File: src/rtl/fp_minmax_reduce.sv
// Streaming FP min/max reducer: tracks the frame minimum and maximum with their
// element indices, plus saturating element and NaN counts, over a valid/ready stream.
module fp_minmax_reduce #(
  parameter int sig_width       = 23,
  parameter int exp_width       = 8,
  parameter int ieee_compliance = 0,
  parameter int idx_width       = 16
) (
  input  logic                            clk,
  input  logic                            rst_n,
  input  logic                            in_valid,
  output logic                            in_ready,
  input  logic [sig_width+exp_width:0]    in_data,
  input  logic                            in_last,
  output logic                            out_valid,
  input  logic                            out_ready,
  output logic [sig_width+exp_width:0]    min_z,
  output logic [sig_width+exp_width:0]    max_z,
  output logic [idx_width-1:0]            min_idx,
  output logic [idx_width-1:0]            max_idx,
  output logic [idx_width-1:0]            count,
  output logic [idx_width-1:0]            nan_count,
  output logic                            all_nan
);

  localparam int W = sig_width + exp_width + 1;
  localparam logic [W-1:0] QNAN = {1'b0, {exp_width{1'b1}}, 1'b1, {(sig_width-1){1'b0}}};

  typedef enum logic [1:0] {IDLE, ACCUM, HOLD} state_t;

  state_t state;
  logic   have_val;

  // Magnitude used for ordering; without IEEE handling denormals collapse to zero.
  function automatic logic [W-2:0] mag(input logic [W-1:0] v);
    if (ieee_compliance == 0 && v[W-2:sig_width] == '0) return '0;
    return v[W-2:0];
  endfunction

  function automatic logic less(input logic [W-1:0] a, input logic [W-1:0] b);
    logic [W-2:0] ma, mb;
    logic sa, sb;
    ma = mag(a);
    mb = mag(b);
    sa = a[W-1] && (ma != '0);
    sb = b[W-1] && (mb != '0);
    if (sa != sb) return sa;
    return sa ? (ma > mb) : (ma < mb);
  endfunction

  function automatic logic [idx_width-1:0] inc_sat(input logic [idx_width-1:0] v);
    return (&v) ? v : v + {{(idx_width-1){1'b0}}, 1'b1};
  endfunction

  logic                 accept, first, have_eff, in_nan, take_min, take_max;
  logic [idx_width-1:0] elem_idx, nan_base;

  // Accepting in IDLE opens a fresh frame, so previous results are ignored.
  assign accept   = in_valid & in_ready;
  assign first    = (state == IDLE);
  assign have_eff = !first && have_val;
  assign elem_idx = first ? '0 : count;
  assign nan_base = first ? '0 : nan_count;
  assign in_nan   = (ieee_compliance != 0) && (&in_data[W-2:sig_width]) &&
                    (|in_data[sig_width-1:0]);
  assign take_min = !have_eff || less(in_data, min_z);
  assign take_max = !have_eff || less(max_z, in_data);

  always_ff @(posedge clk or negedge rst_n) begin
    if (!rst_n) begin
      state     <= IDLE;
      in_ready  <= 1'b1;
      out_valid <= 1'b0;
      have_val  <= 1'b0;
      min_z     <= '0;
      max_z     <= '0;
      min_idx   <= '0;
      max_idx   <= '0;
      count     <= '0;
      nan_count <= '0;
      all_nan   <= 1'b0;
    end else begin
      case (state)
        IDLE, ACCUM: begin
          if (accept) begin
            count     <= inc_sat(elem_idx);
            nan_count <= in_nan ? inc_sat(nan_base) : nan_base;
            have_val  <= have_eff | ~in_nan;
            if (in_nan) begin
              // Canonical qNaN holds the slot until a real value arrives; it remains for all-NaN frames.
              if (!have_eff) begin
                min_z   <= QNAN;
                max_z   <= QNAN;
                min_idx <= '0;
                max_idx <= '0;
              end
            end else begin
              if (take_min) begin
                min_z   <= in_data;
                min_idx <= elem_idx;
              end
              if (take_max) begin
                max_z   <= in_data;
                max_idx <= elem_idx;
              end
            end
            if (in_last) begin
              state     <= HOLD;
              in_ready  <= 1'b0;
              out_valid <= 1'b1;
              all_nan   <= in_nan && !have_eff;
            end else begin
              state   <= ACCUM;
              all_nan <= 1'b0;
            end
          end
        end
        HOLD: begin
          if (out_ready) begin
            state     <= IDLE;
            in_ready  <= 1'b1;
            out_valid <= 1'b0;
          end
        end
        default: begin
          state     <= IDLE;
          in_ready  <= 1'b1;
          out_valid <= 1'b0;
        end
      endcase
    end
  end

endmodule

File: config.mk
export PLATFORM = sky130hd
export DESIGN_NAME = fp_minmax_reduce
export DESIGN_NICKNAME = d
export VERILOG_FILES = /design/src/rtl/fp_minmax_reduce.sv
export SDC_FILE = /design/constraint.sdc
export NUM_CORES = 1
export LEC_CHECK = 0
export ABC_AREA = 1
export ABC_CLOCK_PERIOD_IN_PS = 4080
export CAP_MARGIN = 20
export CORE_AREA = 5 5 152 154
export CTS_BUF_LIST = sky130_fd_sc_hd__clkbuf_8
export DETAILED_ROUTE_END_ITERATION = 10
export DIE_AREA = 0 0 157 159
export GPL_TIMING_DRIVEN = 0
export HOLD_SLACK_MARGIN = 0.1
export PLACE_DENSITY = 0.62
export SLEW_MARGIN = 20
export SYNTH_ARGS = -nofsm -noshare
export SYNTH_HDL_FRONTEND = slang
export SYNTH_SLANG_ARGS = --single-unit
File: constraint.sdc
create_clock -name clk -period 4.08 [get_ports clk]
set_input_delay 0.816 -clock clk [delete_from_list [all_inputs] [get_ports clk]]
set_output_delay 0.816 -clock clk [all_outputs]
set_load 0.01 [all_outputs]
# --- Word-level counts from Yosys, hierarchy flattened ---
# Index checks and enable logic that the tools add are counted.
totals:
  mem_bits_rw: 0
  ff_bits: 117
  n_memories: 0
  out_inout_bits: 131
  wordCells: 75
  input_bits: 37
  latch_bits: 0
  mem_bits_ro: 0
classes:
  bitwise: 1
  shift: 0
  reduce_logical: 22
  n_mul: 0
  div: 0
  n_addsub: 1
  mux: 31
  eq_ne: 7
  order_cmp: 4
op_table:
  columns: ["op", "n"]
  rows:
  - ["$mux 31", 6]
  - ["$reduce_bool 31->1", 3]
  - ["$gt 31x31->1", 2]
  - ["$lt 31x31->1", 2]
  - ["$mux 16", 2]
  - ["$logic_not 8->1", 3]
  - ["$mux 1", 17]
  - ["$add 16x1->16 const B", 1]
  - ["$reduce_and 16->1", 1]
  - ["$reduce_and 3->1", 3]
  - ["$mux 2", 3]
  - ["$ne 2x2->1 const B", 3]
  - ["$logic_and 1x1->1", 4]
  - ["$pmux 1 s2", 2]
  - ["$pmux 2 s2", 1]
  - ["$reduce_and 2->1", 2]
  - ["$eq 2x1->1 const B", 1]
  - ["$eq 2x2->1 const B", 1]
  - ["$logic_not 1->1", 2]
  - ["$logic_not 2->1", 1]
  - ["$logic_or 1x1->1", 2]
  - ["$ne 1x1->1", 2]
  - ["$reduce_or 2->1", 1]
  - ["$and 1x1->1", 1]

# --- Longest topological paths before layout ---
# Gate-level depths: netlist of run 1.
logic_depth:
  word_depth: 10
  depth_mapped: 27
  ltp_nobuf: 23

# --- Least setup slack after synthesis of run 1 ---
# No wires, ideal clock.
synth_path:
  path_kind: "input to register"
  start: "in in_data[25]"
  end: "reg min_z[0]"
  setup_ps: 117
  t_required_ps: 3963
  path_buffers: 4
  arrival_time_ps: 3238
  path_stages: 24
  setup_slack_ps: 725
  cell_sequence: "nor2_1 nand4_2 buf_4 clkbuf_1 nand2_1 inv_1 ha_1 nand2_1 inv_1 nand3_1 inv_1 nand3_1 nor3_1 nand3_1 nor3_1 nand4_1 nand2_1 nand2_1 nand2_1 nand2_2 buf_4 buf_4 nand3_1 nand2_1"
synth_via:
  elab_chain_cells: 10
  elab_cells_between_ends: 14
  classes_between: "order compare (2); eq/ne (1); mux (6); reduce/logical (5)"
synth_lines:
  columns: ["item", "line", "source"]
  rows:
  - ["start, declared", "13", "input logic [sig_width+exp_width:0] in_data,"]
  - ["$logic_not 8->1", "36", "if (ieee_compliance == 0 && v[W-2:sig_width] == '0) return '0;"]
  - ["$mux 1", "36", null]
  - ["$mux 31 (*)", "37", "return v[W-2:0];"]
  - ["branches (longest 4 deep; another with $lt 31x31->1)", null, null]
  - ["$mux 1 (*)", "48", "return sa ? (ma > mb) : (ma < mb);"]
  - ["$logic_or 1x1->1 (*)", "66", "assign take_min = !have_eff || less(in_data, min_z);"]
  - ["$reduce_and 3->1 (no line) (*)", null, null]
  - ["end signal, assigned", "99", "min_z <= in_data;"]
  - ["end, declared", "17", "output logic [sig_width+exp_width:0] min_z,"]
# Every way passes the cells marked *. The select of a mux whose other input is x is not followed.
# A chain may end at the register's enable or synchronous reset.

# --- Worst setup path after layout of run 1 ---
layout_path:
  start: "in in_data[28]"
  end: "reg min_idx[4]"
layout_via:
  elab_chain_cells: 10
  elab_cells_between_ends: 14
  classes_between: "order compare (2); eq/ne (1); mux (6); reduce/logical (5)"
layout_lines:
  columns: ["item", "line", "source"]
  rows:
  - ["$logic_not 8->1", "36", null]
  - ["$mux 1", "36", null]
  - ["$mux 31 (*)", "37", null]
  - ["branches (longest 4 deep; another with $lt 31x31->1)", null, null]
  - ["$mux 1 (*)", "48", null]
  - ["$logic_or 1x1->1 (*)", "66", null]
  - ["$reduce_and 3->1 (no line) (*)", null, null]
  - ["end signal, assigned", "100", "min_idx <= elem_idx;"]
  - ["end, declared", "19", "output logic [idx_width-1:0] min_idx,"]
# Marks and branches as above.

==> results.toml, run 1 <==
[sta]
period_needed_ns = 3.795
setup_viol = 0
worstMarginPinSlew_ns = 0.6399
finalCritPeriodShare_pct = 93.02
finalHoldViolCount = 0
clock_skew_ns = 0.01332
relSlewSlack_pct = 57.34
worst_hold_slack_ns = 0.3575
maxClockFrequency_mhz = 263.5
maxSlewViolCount = 0

[worst_setup_path]
r2r_slack_ns = 0.49
reg2reg_depth = 24
critPathMostFrequentCell = "nand2_1"
crit_cells = 25
worst_ep_arrival_time_ns = 4.14
path_delay_family = "simple AND/OR/NAND/NOR gates"
critical_path_peak_fanout = 10
cp_slowest_cell = "dlygate4sd2_1"
required_ns = 4.42
cpPeakStageDelay_ns = 0.33
crit_type = "primary input to register"
worstSetupStartpointType = "primary input"
path_buf_inv = 8
critPathCaptureType = "register"

[floorplanning]
start_util_pct = 34.34
die_h_um = 159
rows = 54
die_x_um = 157
core-area_um2 = 21550
dieArea_um2 = 24960
ios = 168

[synth]
ys_seq_area_share_pct = 39.57
syn_inst = 1039
avgSynthCellArea_um2 = 7.124
synth-seq-cells = 117
yosysUniqueCellTypes = 37
syn_area_um2 = 7402
yosys_warnings = 0

[route]
drt-total-wl_um = 23270
first_pass_iters = 5
drt_iter0_markers = 494
wl_per_cell_um = 15.32
drc = 0
via_per_inst = 4.751
ant_nets = 0
vias = 7217

[clocking]
htree_levels = 4
cts_num_sinks = 117
cts_tree = "done"
numCtsBuffers = 17
cts.clk_slew.worst_paths_ns = 0.08
clk_latency_ns = 0.46
holdBufCountCts = 0
cts_root_buf = "clkbuf_8"
clockBufferDepth = 2

[place]
place.gp.congestion = 0.8671
placed_cell_area_um2 = 9343
place_hpwl_um = 17910
place_inst = 1486
portBuffers = 150

[min_path]
min_path_type = "primary input to asynchronous set/reset pin"

[layout]
design_area_um2 = 9817
fillers = 2208
antenna_cells = 0
syn2layout_area_growth_pct = 32.62
drive_gt1_share_pct = 7.829
layout.nets = 1312
fin_cells = 1519
postLayoutCoreUtil_pct = 45.55

[flow_run]
cap_violations = 0

[pwr]
clock_power_share_pct = 17.6
pwr-share-seq_pct = 29.7
power.density_nw_per_um2 = 671.7
combPwrFrac_pct = 52.7
switchingPower_w = 0.002882
p_total_w = 0.006594
p_leak_nw = 5.151
max-vdd-ir-drop_mv = 0.2524
swShare_pct = 43.70
p_int_w = 0.003712

[global_routing]
antenna_found_initial = 1
grt_use_total_pct = 19.10
grt_pass1_wl_um = 37660
grt_max_degree = 66
grt_overflow = 0
grt_pass1_vias = 7061

[run_status]
status = "complete, no violations"
## cell usage after synthesis (all sizes together)
cell      n  share of area, %
clkbuf   31               1.6
a21boi    2              0.20
ha       49               8.3
nand3   124               8.4
o31ai     1              0.10
a31oi     1             0.085
xnor2     7              0.83
nand3b    1              0.10
and2      1             0.085
xor2      7              0.83
a211oi    2              0.20
nor4      3              0.25
o21ai    18               1.2
nand2   366                19
buf      42               4.3
a21oi    26               1.8
dfrtp   116                39
o211ai    1              0.10
nor3      7              0.47
conb      1             0.051
a21o      1              0.10
o21a      2              0.20
o21bai    1              0.10
inv     120               6.1
nor2     94               5.1
a22oi     1              0.10
nand4    13               1.2
dfstp     1              0.36
## final timing paths
check	from	end
max reg2reg	max_z[23]	max_z[23]
min	rst_n	max_z[17]
min reg2reg	have_val	have_val
min in group clk	have_val	have_val
max in group asynchronous	rst_n	min_idx[4]
max	in_data[28]	min_idx[4]
## cells by family after synthesis
kind of cell             count (synthesis)  synth area share [%]
AO/OA/AOI/OAI                           56                 4.175
XOR/XNOR                                14                 1.657
adder cells (fa/ha/maj)                 49                 8.283
buffers and inverters                  193                 11.92
flip-flops                             117                 39.57
other                                    1               0.05066
AND/OR/NAND/NOR                        609                 34.35
## cells in the final DEF, fill, tap and decap left out, types with 26 or more instances in the layout
cell type,synthesis,final
clkdlybuf4s50_1,0,141
clkbuf_1,31,29
ha_1,49,49
nand2_1,361,361
nand3_1,124,124
dfrtp_1,116,116
a21oi_1,26,26
buf_4,25,27
inv_1,117,117
nor2_1,87,85
## routing by layer
metal	up-vias	share of wire, %	GRT usage, %
met4	0	2.0	5.286
met1	3301	43	25.27
met3	37	8.7	5.844
li1	3616	-	-
met2	263	46	30.29
met5	-	0	0
## power by group through the flow
stage / Sequential (W) / Combinational (W) / Clock [W]
floorplan: 0.00206 / 0.00182 / 0
global placement: 0.00198 / 0.00342 / 0
detailed placement: 0.00197 / 0.00348 / 0
CTS: 0.00196 / 0.00350 / 0.00119
global route: 0.00203 / 0.00389 / 0.00125
finish: 0.00196 / 0.00347 / 0.00116
## metrics by stage
step / TNS, ns / setup WS, ns
finish: 0 / 0.2846
global route: -0.01215 / -0.003654
CTS: 0 / 0.01606
detailed placement: -47.41 / -0.6580
global placement: -351.27 / -2.659
floorplan: 0 / 0.7254
## what timing repair did
item / in CTS / in global routing
endpoints found under the hold margin: 0 / 0
cloned: 0 / 0
buffers inserted: 0 / 2
gates resized for setup: 6 / 9
pin swaps: 0 / 2
setup endpoints to repair: 42 / 52
## flip-flops by register name (all words and copies together) (netlist names), 2 cells and up
signal	flops
max_idx	16
min_z	32
min_idx	16
count	16
state	2
max_z	32
## layout make-up
| class | instances | area [um^2] | area share [%] |
|---|---|---|---|
| multi-input combinational | 745 | 3675 | 37.43 |
| sequential | 117 | 2929 | 29.84 |
| timing repair buffer | 153 | 1558 | 15.87 |
| inverter | 120 | 450.4 | 4.588 |
| buffer | 72 | 429.2 | 4.372 |
| tap | 280 | 350.3 | 3.569 |
| clock buffer | 18 | 247.7 | 2.524 |
| clock inverter | 14 | 177.7 | 1.810 |
No activity file was read; power rests on OpenSTA's default activity.
==> run 2, diff against run 1 <==
- ABC_CLOCK_PERIOD_IN_PS: 4080 -> 3100
- PLACE_DENSITY: 0.62 -> 0.65
- clock period: 4.08 -> 3.1 ns (I/O delays scaled with it)
==> run 2 against run 1 <==
- die area unchanged
- clock skew down 0.0025 ns
- clock power is 33% higher
- via count grew 3.5%
- core utilization increased by 5.4 points
- critical path type is now register to register
- largest cell class unchanged
- largest power group unchanged
- highest routed layer unchanged
==> results.toml, run 2 (synthesis gave the netlist of run 1 again) <==
[global_routing]
grt_max_degree = 76
grt_use_total_pct = 19.69
antenna_found_initial = 0
grt_overflow = 0
grt_pass1_wl_um = 38750
grt_pass1_vias = 7259

[run_status]
status = "complete, no violations"

[layout]
layout.nets = 1358
layout_commonest_cell = "nand2_1"
fillers = 2088
drive_gt1_share_pct = 21.25
postLayoutCoreUtil_pct = 50.91
syn2layout_area_growth_pct = 48.24
reg_top3 = "max_z x32, min_z x32"
layout_common_cells = "nand2_1, clkdlybuf4s50_1, dfrtp_1"
ff_latch_area_um2 = 2930
multi_input_area_um2 = 4248
antenna_cells = 0

[sta]
clock_skew_ns = 0.01079
setup_viol = 0
period_needed_ns = 3.097
maxSlewViolCount = 0
worst_hold_slack_ns = 0.4708
finalSetupTns_ns = 0
rsz0062_at_grt = "true"
finalHoldViolCount = 0
maxClockFrequency_mhz = 322.9
finalCritPeriodShare_pct = 99.91
worstMarginPinSlew_ns = 0.6798
relSlewSlack_pct = 54.68
fin_ws_ns = 0.002753

[pwr]
combPwrFrac_pct = 58.5
switchingPower_w = 0.004302
max-vdd-ir-drop_mv = 0.4570
power.density_nw_per_um2 = 907.7
swShare_pct = 43.19
p_leak_nw = 5.524
pwr-share-seq_pct = 26.1
clock_power_share_pct = 15.4
p_int_w = 0.005658

[min_path]
whs_path_depth = 2
min_from = "have_val"
min_path_type = "register to register"
hold-path-endpoint = "have_val"

[worst_setup_path]
reg2reg_depth = 22
worstSetupStartpointType = "register"
path_cells = "nor2_2, nand2_2, nor2_4, buf_6, clkbuf_16, nor2_4, ha_4, nand4_1, nor2_1, nand4_1, nand3b_1, nor2_1, nand4_1, nand2_1, nand2_1, nand2_1, nand2_2, nand2_4, buf_12, clkbuf_16, nand2_2, nand2_1"
critPathMostFrequentCell = "nand2_1"
path_delay_family = "simple AND/OR/NAND/NOR gates"
path_buf_inv = 4
critPathCaptureType = "register"
required_ns = 3.49
r2r-end = "max_z[27]"
crit_type = "register to register"
cpPeakStageDelay_ns = 0.42
worst_ep_arrival_time_ns = 3.49
r2r_slack_ns = 0.003
reg2reg_from = "max_z[30]"
critical_path_peak_fanout = 5
cp_slowest_cell = "dfrtp_1"

[route]
vias = 7473
wl_per_cell_um = 16.27
via_per_inst = 4.775
drt-total-wl_um = 25470
drc = 0
drt_iter0_markers = 495
ant_nets = 0
first_pass_iters = 5

[floorplanning]
die_x_um = 157
dieArea_um2 = 24960
die_h_um = 159
core-area_um2 = 21550
start_util_pct = 34.34
rows = 54
ios = 168

[clocking]
numCtsBuffers = 17
clockBufferDepth = 2
cts_tree = "done"
cts_root_buf = "clkbuf_8"
htree_levels = 4
cts.clk_slew.worst_paths_ns = 0.08
cts_num_sinks = 117
clk_latency_ns = 0.45

[place]
portBuffers = 150
dp_slack_ns = -1.265
place.gp.congestion = 0.8730
place_hpwl_um = 18260

[flow_run]
cap_violations = 0
-- run 2: cell count changes in the layout (fill, tap and decap cells not counted), moves of 14 or more --
cell,delta
nand2_1,-69
nand2_2,+55
buf_4,+29
nand3_1,-19
nand3_2,+19
nand2_4,+14
-- run 2: what timing repair did --
item | 4_1_cts | 5_1_grt
cloned | 1 | 5
pin swaps | 14 | 39
resized for setup | 90 | 137
hold buffers | 1 | 0
endpoints found under the setup margin | 97 | 97
endpoints found under the hold margin | 36 | 0
buffers inserted | 36 | 7
-- run 2: area by class of cell --
cell class	instances	area share [%]
clock buffer	20	2.509
sequential	117	26.70
multi-input combinational	745	38.71
buffer	72	5.257
clock inverter	12	1.380
tap	280	3.193
timing repair buffer	199	18.14
inverter	120	4.105
-- run 2: power groups by stage --
stage / combinational [W] / clock, W / sequential (W)
2_1_floorplan: 0.00240 / 0 / 0.00271
3_3_place_gp: 0.00452 / 0 / 0.00260
3_5_place_dp: 0.00462 / 0 / 0.00259
4_1_cts: 0.00515 / 0.00156 / 0.00254
5_1_grt: 0.00637 / 0.00163 / 0.00268
6_report: 0.00582 / 0.00154 / 0.00260
-- run 2: metrics by stage --
step	instance area [um^2]	power (W)	instances
after floorplan	7470	0.005110	1055
final	10970	0.009960	1565
after global routing	10970	0.01067	1565
after global placement	9321	0.007119	1485
after CTS	10320	0.009246	1555
after detailed placement	9350	0.007206	1486
-- run 2: metal layers --
metal  wire [um]  GRT usage, %  vias up
met4         456         5.641        0
met2       12420         32.22      233
met3        2043         6.252       34
met5           0             0        -
li1            -             -     3698
met1       10550         24.94     3508
-- run 2: worst reg2reg max path, cell delays in order, from the launching register on --
cell and delay (ns):
dfrtp_1 0.42, nor2_2 0.13, nand2_2 0.10, nor2_4 0.13, buf_6 0.14, clkbuf_16 0.17
nor2_4 0.05, ha_4 0.26, nand4_1 0.08, nor2_1 0.15, nand4_1 0.11, nand3b_1 0.19
nor2_1 0.15, nand4_1 0.11, nand2_1 0.09, nand2_1 0.06, nand2_1 0.08, nand2_2 0.11
nand2_4 0.12, buf_12 0.14, clkbuf_16 0.15, nand2_2 0.05, nand2_1 0.05
-- run 2: worst max path at each step --
stage                startpoint        end  slack [ns]  cells after the start
floorplan           in_data[26]   min_z[0]       0.003                     24
global placement          rst_n  max_z[20]       -3.37                      1
detailed placement  in_data[26]   min_z[5]       -1.27                     25
CTS                   min_z[25]   min_z[2]       -0.04                     24
global route          max_z[27]  max_z[27]       -0.18                     24
finish                max_z[30]  max_z[27]       0.003                     22
==> run 3, diff against run 2 <==
- ABC_CLOCK_PERIOD_IN_PS: 3100 -> 3900
- PLACE_DENSITY: 0.65 -> 0.62
- clock period: 3.1 -> 3.9 ns (I/O delays scaled with it)
==> run 3 against run 2 <==
- core utilization down 5.3 points
- routed wire length shrank 8.5%
- flip-flop and latch count unchanged
- non-clock buffer count decreased by 43
- worst setup slack improved by 0.35 ns
- clock power decreased by 21%
- critical endpoint is now min_idx[4]
- clock skew down 0.0013 ns
- design area fell by 10%
==> results.toml, run 3 (synthesis gave the netlist of run 1 again) <==
[run_status]
status = "complete, no violations"

[floorplanning]
die_x_um = 157
die_h_um = 159
rows = 54
start_util_pct = 34.34
ios = 168
dieArea_um2 = 24960
core-area_um2 = 21550

[worst_setup_path]
critPathMostFrequentCell = "nand2_1"
cp_slowest_cell = "dlygate4sd2_1"
worst_ep_arrival_time_ns = 3.89
crit_type = "primary input to register"
cp-startpoint = "in_data[30]"
required_ns = 4.25
critical_path_peak_fanout = 10
cpPeakStageDelay_ns = 0.32
worstSetupStartpointType = "primary input"
reg2reg_from = "min_z[24]"
critPathCaptureType = "register"
reg2reg_depth = 22

[clocking]
numCtsBuffers = 17
htree_levels = 4
cts_root_buf = "clkbuf_8"
cts.clk_slew.worst_paths_ns = 0.08
cts_num_sinks = 117
clk_latency_ns = 0.46
cts_tree = "done"
holdBufCountCts = 0
clockBufferDepth = 2

[pwr]
p_leak_nw = 5.128
max-vdd-ir-drop_mv = 0.2636
power.density_nw_per_um2 = 702.2

[place]
place_hpwl_um = 17910
portBuffers = 150
place.gp.congestion = 0.8671
dp_slack_ns = -0.8020

[sta]
fin_ws_ns = 0.3549
period_needed_ns = 3.545
finalCritPeriodShare_pct = 90.90
maxClockFrequency_mhz = 282.1
setup_viol = 0
clock_skew_ns = 0.009529
worstMarginPinSlew_ns = 0.6297
finalSetupTns_ns = 0
rsz0062_at_grt = "false"
finalHoldViolCount = 0
relSlewSlack_pct = 58.02
maxSlewViolCount = 0

[layout]
antenna_cells = 0
reg_top3 = "max_z x32, min_z x32"
layout_commonest_cell = "nand2_1"
layout_common_cells = "nand2_1, clkdlybuf4s50_1, nand3_1"
multi_input_area_um2 = 3685
fillers = 2209
layout.nets = 1315
syn2layout_area_growth_pct = 32.84
drive_gt1_share_pct = 8.374
ff_latch_area_um2 = 2929

[global_routing]
grt_use_total_pct = 19.07
grt_max_degree = 66
grt_overflow = 0
grt_pass1_wl_um = 37680
antenna_found_initial = 1
grt_pass1_vias = 7067

[route]
vias = 7180
first_pass_iters = 5
drt_iter0_markers = 504
wl_per_cell_um = 15.31
drt-total-wl_um = 23300
ant_nets = 0
drc = 0
via_per_inst = 4.717

[flow_run]
cap_violations = 0

[min_path]
min_path_type = "primary input to asynchronous set/reset pin"
-- run 3: cell count changes in the layout (fill, tap and decap cells not counted), moves of 14 or more --
cell and delta:
nand2_4 -14, buf_4 -27, nand3_2 -19, nand2_2 -55
nand2_1 +69, nand3_1 +19
-- run 3: cell type report --
type                       instances  share of cell area, %
buffer                            71                  4.428
clock buffer                      18                  2.519
clock inverter                    14                  1.807
inverter                         120                  4.581
multi-input combinational        745                  37.47
sequential                       117                  29.79
tap                              280                  3.563
timing repair buffer             157                  15.84
-- run 3: final timing paths --
path                         endpoint  slack (ns)
max                        min_idx[4]        0.35
min                         max_z[17]        0.32
max reg2reg                min_idx[4]        0.50
min reg2reg                  have_val        0.46
max in group asynchronous  min_idx[4]        2.87
min in group clk             have_val        0.46
-- run 3: routing by layer --
metal  wire (um)  track usage, %
met1       10320           25.27
met3        1810           5.382
met2       10730           30.17
met4         439           5.957
met5           0               0
-- run 3: through the flow --
stage / utilization (%) / power [W] / hold WS, ns / std cells / cell area [um^2]
2_1_floorplan: - / 0.004062 / 0.4229 / 1055 / 7462
3_3_place_gp: 43.21 / 0.005652 / 0.4346 / 1485 / 9314
3_5_place_dp: 43.35 / 0.005710 / 0.4413 / 1486 / 9343
4_1_cts: 45.48 / 0.006954 / 0.3242 / 1521 / 9803
5_1_grt: 45.62 / 0.007496 / 0.3654 / 1522 / 9833
6_report: 45.62 / 0.006905 / 0.3225 / 1522 / 9833
-- run 3: critical path, delay by kind of cell --
family        cells  cell delay [ns]
fa+ha+maj         1             0.26
simple gates     16             1.54
buf+inv           8             1.29
-- run 3: what timing repair did --
item | CTS | global route
pin swaps | 3 | 3
setup endpoints to repair | 89 | 74
buffers inserted | 3 | 3
resized for setup | 14 | 9
-- run 3: where the power goes --
part / leakage [nW] / switching [W] / total [W] / internal (W)
combinational: 3.42 / 0.00205 / 0.00364 / 0.00159
sequential: 1.51 / 0.000407 / 0.00205 / 0.00164
clock: 0.202 / 0.000564 / 0.00122 / 0.000654
